`src/rtl/pal_pkg.sv`:
```
// Shared constants, bitstream sizing and loader state encoding for the PAL
// configuration path.
package pal_pkg;

    localparam int NUM_INPUTS        = 8;
    localparam int NUM_INTERM_STAGES = 10;
    localparam int NUM_OUTPUTS       = 4;

    // Phase counter width; wide enough for the largest legal CLK_DIV of 15.
    localparam int PHASE_W = 4;

    // AND-plane takes true and complement of every input per product term;
    // OR-plane takes one bit per product term per output.
    function automatic int bitstream_len(input int n_in, input int n_terms, input int n_out);
        return 2 * n_in * n_terms + n_terms * n_out;
    endfunction

    localparam int CNT_W = $clog2(bitstream_len(NUM_INPUTS, NUM_INTERM_STAGES, NUM_OUTPUTS) + 1);

    typedef enum logic [2:0] {
        ST_IDLE,
        ST_FETCH,
        ST_SETUP,
        ST_HIGH,
        ST_LOADED
    } loader_state_e;

endpackage

```
`src/rtl/pal_cfg_clkgen.sv`:
```
// Phase timer for the configuration clock: counts CLK_DIV system cycles per
// SETUP/HIGH phase and strobes phase_done_o on the last cycle of each phase.
module pal_cfg_clkgen
    import pal_pkg::*;
#(
    parameter int CLK_DIV = 2
) (
    input  logic clk,
    input  logic rst_n,
    input  logic en_i,
    input  logic clr_i,
    output logic phase_done_o
);

    localparam logic [PHASE_W-1:0] LAST_CNT = PHASE_W'(CLK_DIV - 1);

    logic [PHASE_W-1:0] cnt_q;
    logic [PHASE_W-1:0] cnt_d;

    assign phase_done_o = en_i && !clr_i && (cnt_q == LAST_CNT);

    // NOTE: every combinational output gets a default first, so no path leaves
    // it unassigned and no latch is inferred.
    always_comb begin
        cnt_d = cnt_q;
        if (clr_i || phase_done_o) begin
            cnt_d = '0;
        end else if (en_i) begin
            cnt_d = cnt_q + 1'b1;
        end
    end

    // NOTE: sequential state uses non-blocking assignments so every flop
    // samples its pre-edge value regardless of process ordering.
    always_ff @(posedge clk or negedge rst_n) begin
        if (!rst_n) begin
            cnt_q <= '0;
        end else begin
            cnt_q <= cnt_d;
        end
    end

endmodule

```
`src/rtl/pal_cfg_loader.sv`:
```
// Byte-fed configuration sequencer: serialises the PAL bitstream LSB-first
// onto cfg_bit/cfg_clk and enables the PAL once the whole stream is in.
module pal_cfg_loader #(
    parameter int  NUM_INPUTS        = pal_pkg::NUM_INPUTS,
    parameter int  NUM_INTERM_STAGES = pal_pkg::NUM_INTERM_STAGES,
    parameter int  NUM_OUTPUTS       = pal_pkg::NUM_OUTPUTS,
    parameter int  CLK_DIV           = 2,
    localparam int BITSTREAM_LEN     = pal_pkg::bitstream_len(NUM_INPUTS, NUM_INTERM_STAGES,
                                                              NUM_OUTPUTS)
) (
    input  logic                               clk,
    input  logic                               rst_n,
    input  logic                               start,
    input  logic                               abort,
    input  logic [7:0]                         byte_data,
    input  logic                               byte_valid,
    output logic                               byte_ready,
    output logic                               cfg_bit,
    output logic                               cfg_clk,
    output logic                               pal_enable,
    output logic                               busy,
    output logic                               done,
    output logic [$clog2(BITSTREAM_LEN+1)-1:0] bit_count
);

    import pal_pkg::*;

    localparam int                  BIT_CNT_W = $clog2(BITSTREAM_LEN + 1);
    localparam logic [BIT_CNT_W-1:0] LAST_BIT = BIT_CNT_W'(BITSTREAM_LEN);

    loader_state_e        state_q, state_d;
    logic [7:0]           byte_q, byte_d;
    logic [2:0]           idx_q, idx_d;
    logic [BIT_CNT_W-1:0] bit_count_q, bit_count_d;
    logic                 cfg_bit_q, cfg_bit_d;
    logic                 cfg_clk_q, cfg_clk_d;
    logic                 pal_enable_q, pal_enable_d;
    logic                 done_q, done_d;

    logic                 phase_en;
    logic                 phase_done;

    assign phase_en = (state_q == ST_SETUP) || (state_q == ST_HIGH);

    pal_cfg_clkgen #(
        .CLK_DIV (CLK_DIV)
    ) u_clkgen (
        .clk          (clk),
        .rst_n        (rst_n),
        .en_i         (phase_en),
        .clr_i        (abort),
        .phase_done_o (phase_done)
    );

    always_comb begin
        state_d      = state_q;
        byte_d       = byte_q;
        idx_d        = idx_q;
        bit_count_d  = bit_count_q;
        pal_enable_d = pal_enable_q;
        byte_ready   = 1'b0;

        unique case (state_q)
            ST_IDLE: begin
                if (start && !abort) begin
                    bit_count_d  = '0;
                    pal_enable_d = 1'b0;
                    state_d      = ST_FETCH;
                end
            end
            ST_FETCH: begin
                if (abort) begin
                    state_d = ST_IDLE;
                end else begin
                    byte_ready = 1'b1;
                    if (byte_valid) begin
                        byte_d  = byte_data;
                        idx_d   = 3'd0;
                        state_d = ST_SETUP;
                    end
                end
            end
            ST_SETUP: begin
                if (abort) begin
                    state_d = ST_IDLE;
                end else if (phase_done) begin
                    state_d = ST_HIGH;
                end
            end
            ST_HIGH: begin
                if (abort) begin
                    state_d = ST_IDLE;
                end else if (phase_done) begin
                    bit_count_d = bit_count_q + 1'b1;
                    // A short final byte ends here; its unused upper bits are dropped.
                    if (bit_count_d == LAST_BIT) begin
                        pal_enable_d = 1'b1;
                        state_d      = ST_LOADED;
                    end else if (idx_q == 3'd7) begin
                        state_d = ST_FETCH;
                    end else begin
                        idx_d   = idx_q + 3'd1;
                        state_d = ST_SETUP;
                    end
                end
            end
            ST_LOADED: begin
                if (abort) begin
                    pal_enable_d = 1'b0;
                    state_d      = ST_IDLE;
                end else if (start) begin
                    pal_enable_d = 1'b0;
                    bit_count_d  = '0;
                    state_d      = ST_FETCH;
                end
            end
            default: begin
                state_d = ST_IDLE;
            end
        endcase
    end

    // cfg_clk/cfg_bit come straight from dedicated flops fed by the next state,
    // so the PAL sees clean edges with no input-to-output combinational path.
    always_comb begin
        cfg_clk_d = (state_d == ST_HIGH);
        if ((state_d == ST_SETUP) || (state_d == ST_HIGH)) begin
            cfg_bit_d = byte_d[idx_d];
        end else if (state_d == ST_IDLE) begin
            cfg_bit_d = 1'b0;
        end else begin
            cfg_bit_d = cfg_bit_q;
        end
        done_d = (state_d == ST_LOADED) && (state_q != ST_LOADED);
    end

    always_ff @(posedge clk or negedge rst_n) begin
        if (!rst_n) begin
            state_q      <= ST_IDLE;
            byte_q       <= '0;
            idx_q        <= '0;
            bit_count_q  <= '0;
            cfg_bit_q    <= 1'b0;
            cfg_clk_q    <= 1'b0;
            pal_enable_q <= 1'b0;
            done_q       <= 1'b0;
        end else begin
            state_q      <= state_d;
            byte_q       <= byte_d;
            idx_q        <= idx_d;
            bit_count_q  <= bit_count_d;
            cfg_bit_q    <= cfg_bit_d;
            cfg_clk_q    <= cfg_clk_d;
            pal_enable_q <= pal_enable_d;
            done_q       <= done_d;
        end
    end

    assign busy       = (state_q == ST_FETCH) || (state_q == ST_SETUP) || (state_q == ST_HIGH);
    assign cfg_bit    = cfg_bit_q;
    assign cfg_clk    = cfg_clk_q;
    assign pal_enable = pal_enable_q;
    assign done       = done_q;
    assign bit_count  = bit_count_q;

endmodule

```
`config.mk`:
```
export PLATFORM = sky130hd
export DESIGN_NAME = pal_cfg_loader
export DESIGN_NICKNAME = d
export VERILOG_FILES = /design/src/rtl/pal_pkg.sv /design/src/rtl/pal_cfg_clkgen.sv /design/src/rtl/pal_cfg_loader.sv
export SDC_FILE = /design/constraint.sdc
export NUM_CORES = 1
export LEC_CHECK = 0
export ABC_AREA = 1
export CAP_MARGIN = 10
export CORE_MARGIN = 3
export CORE_UTILIZATION = 40
export CTS_CLUSTER_SIZE = 12
export DETAILED_ROUTE_END_ITERATION = 12
export GPL_ROUTABILITY_DRIVEN = 0
export PLACE_DENSITY = 0.67
export SLEW_MARGIN = 25
export SYNTH_ARGS = -nofsm -noshare
export SYNTH_HDL_FRONTEND = slang
export SYNTH_SLANG_ARGS = --single-unit
```
`constraint.sdc`:
```
create_clock -name clk -period 2.3 [get_ports clk]
set_input_delay 0.345 -clock clk [delete_from_list [all_inputs] [get_ports clk]]
set_output_delay 0.345 -clock clk [all_outputs]
set_load 0.01 [all_outputs]
```
==> impl_metrics.csv <==
group,metric,value,unit
final_layout,finalNonFillerCells,333,
power_and_ir_drop,ir_worst_vdd,0.3479,mV
flow_run,cap_violations,0,
timing,slew_violations,0,
cts,clock_latency,0.28,ns
min_path,hold_path_class,"input pin to async pin",
cts,holdBufCountCts,0,
timing,maxSlewHeadroom,73.78,%
critical_path,worst-path-buf-inv,3,
placed_design,dp_hpwl,3047,µm
critical_path,endpoint,"byte_ready",
yosys,ys_seq_area_share,39.60,%
final_layout,antenna-diode-count,0,
route,first_iter_violations,92,
timing,timing.final.crit_share,90.52,%
timing,setup_viol,0,
timing,rsz0062_at_grt,"no",
global_route,grt_max_degree,31,
yosys,syn_nets,262,
cts,clockBufferDepth,2,
route,drtAntennaViolNets,0,
route,viasPerCell,5.084,
critical_path,critPathMaxStageDelay,0.53,ns
cts,cts_resized,0,
yosys,syn-cell-area,1896,µm²
timing,tns,0,ns
floorplanning,initial_core_util,42.37,%
power_and_ir_drop,p_per_area,608.1,nW/µm²
yosys,synth_seq_cells,30,
final_layout,nets,297,
cts,htreeDepth,2,
final_layout,area_growth,23.89,%
floorplanning,core-area,4474,µm²
critical_path,crit_family,"buffers and inverters",
critical_path,critPathArrivalTime,1.74,ns
timing,setup_ws,0.2181,ns
timing,fin_worst_skew,0.005396,ns
global_route,grt_util_all_layers,16.50,%
timing,worstMarginPinSlew,0.3933,ns
power_and_ir_drop,p_leak,1.073,nW
timing,period_minus_slack,2.082,ns
yosys,avgSynthCellArea,7.737,µm²
global_route,antenna_found_initial,0,
critical_path,required,1.96,ns
final_layout,final_cell_mix,"nand2_1 (48), inv_1 (34), dfrtp_1 (29), clkdlybuf4s50_1 (26), nand3_1 (25)",
final_layout,final_common_cell,"nand2_1",
route,num_vias,1693,
outcome,status,"finished clean",
critical_path,cp.depth,6,
critical_path,cp_cell_sequence,"nor2_2 -> inv_2 -> nor2_1 -> inv_1 -> nor2_1 -> clkdlybuf4s50_1",
timing,hold_violations,0,
cts,cts_setup_buffers,0,
critical_path,start_kind,"flip-flop",
yosys,yosysUniqueCellTypes,31,
route,dr.pass1.iters,4,
floorplanning,die_x,74.84,µm
critical_path,r2r_cells,16,
critical_path,worstReg2RegStart,"bit_count[0]$_DFFE_PN0P_",
yosys,syn_inst,245,
critical_path,critical_path.endpoint_type,"output port",
final_layout,drive_gt1_share,19.57,%
route,drt-wirelength-per-cell,11.92,µm
critical_path,critPathMaxFanout,4,
floorplanning,io_pins,27,
critical_path,critical_path.startpoint,"state_q[2]$_DFF_PN0_",
critical_path,cp_slowest_cell,"clkdlybuf4s50_1",
global_route,grt_pass1_vias,1552,
yosys,ys_warn_count,0,
timing,fmax,480.3,MHz
cts,cts.sinks,30,
placed_design,place_inst,325,
floorplanning,die_y,74.84,µm
global_route,grt_pass1_wl,7031,µm
cts,path_clk_slew,0.06,ns
final_layout,n_fill_cell,445,
cts,cts-root-buf,"clkbuf_8",
critical_path,worstSetupPathType,"flip-flop to output port",
floorplanning,dieArea,5601,µm²
route,routed_wl,3971,µm
cts,numCtsBuffers,5,
critical_path,reg2reg_to,"cfg_bit$_DFFE_PN0P_",
global_route,grt_overflow_total,0,
placed_design,place_ws,0.1301,ns
route,post-route-drc-count,0,
placed_design,io_buffers,26,
critical_path,crit_top_cell,"nor2_1",
cts,cts_tree,"built",
critical_path,regToRegSetupSlack,0.27,ns
floorplanning,rows,24,
flip-flops by register name, indices dropped and copies added, names as in the netlist:
register,flops
u_clkgen.cnt_q,4
bit_count,8
cfg_clk,1
cfg_bit,1
idx_q,3
state_q,3
pal_enable,1
byte_q,8
done,1
per-layer routing:
layer | GRT usage (%) | wire length [µm] | vias to the layer above
li1 | - | - | 865
met1 | 21.41 | 1804 | 779
met3 | 4.940 | 209 | 9
met5 | 0 | 0 | -
met2 | 26.21 | 1892 | 40
met4 | 5.731 | 65 | 0
area by class of cell:
| cell class | instances | area (µm²) | share of cell area (%) |
|---|---|---|---|
| clock inverters | 1 | 30.03 | 1.279 |
| clock buffers | 7 | 76.32 | 3.250 |
| well taps | 52 | 65.06 | 2.770 |
| multi-input cells | 170 | 969.7 | 41.29 |
| flip-flops and latches | 30 | 752.0 | 32.02 |
| inverters | 42 | 157.7 | 6.713 |
| repair buffers | 31 | 297.8 | 12.68 |
Yosys cell counts:
library cell,n,share of area (%)
nand4_4,1,1.1
nand3_1,25,6.6
nor2_8,1,1.1
nor3_1,3,0.79
buf_4,1,0.40
nor2_1,19,3.8
inv_2,8,1.6
nand4_1,5,1.7
o21ai_0,14,3.7
or2_2,8,2.6
a31oi_1,1,0.33
nand2_2,5,1.7
a21o_1,1,0.40
inv_1,34,6.7
o211ai_2,1,0.66
ha_1,4,2.6
nor2_4,7,4.2
o31ai_1,2,0.79
o21bai_1,1,0.40
o21ai_2,1,0.46
nand4_2,1,0.66
dfrtp_1,30,40
o211ai_1,1,0.40
nor2_2,5,1.7
a21oi_1,3,0.79
nand2_4,3,1.8
nand3_2,2,1.1
buf_2,2,0.53
o22ai_1,6,2.0
nand2_1,48,9.5
o21ai_1,2,0.53
cell families (layout without fill, tap and decap cells):
| family | count (synthesis) | count (layout) | share of synthesized area (%) |
|---|---|---|---|
| buffers and inverters | 45 | 81 | 9.241 |
| AND/OR/NAND/NOR | 133 | 133 | 38.09 |
| adder cells (fa/ha/maj) | 4 | 4 | 2.640 |
| flip-flops | 30 | 30 | 39.60 |
| AO/OA/AOI/OAI | 33 | 33 | 10.43 |
report_power, final:
part | switching [mW] | internal, mW
Clock | 0.198 | 0.324
Combinational | 0.156 | 0.130
Sequential | 0.0248 | 0.595
Total | 0.380 | 1.05
worst min-delay path by stage:
stage / start / slack, ns / end / depth (start not counted)
CTS: u_clkgen.cnt_q[3]$_DFFE_PN0P_ / 0.46 / u_clkgen.cnt_q[3]$_DFFE_PN0P_ / 1
finish: rst_n / 0.45 / u_clkgen.cnt_q[0]$_DFFE_PN0P_ / 2
global route: rst_n / 0.48 / u_clkgen.cnt_q[1]$_DFFE_PN0P_ / 2
detailed placement: u_clkgen.cnt_q[3]$_DFFE_PN0P_ / 0.45 / u_clkgen.cnt_q[3]$_DFFE_PN0P_ / 1
floorplan: rst_n / 0.05 / bit_count[0]$_DFFE_PN0P_ / 0
global placement: u_clkgen.cnt_q[3]$_DFFE_PN0P_ / 0.44 / u_clkgen.cnt_q[3]$_DFFE_PN0P_ / 1
metrics by stage:
step                      utilization (%)  hold slack (ns)  area, µm²  power (mW)
after floorplan                         -          0.04941       1896      0.8249
after global placement              50.08           0.4424       2241      0.9191
after detailed placement            50.08           0.4463       2241      0.9190
after CTS                           52.46           0.4578       2347       1.447
after global routing                52.49           0.4847       2349       1.515
final                               52.49           0.4544       2349       1.428
Note: power is estimated with default switching activity, not from simulation.
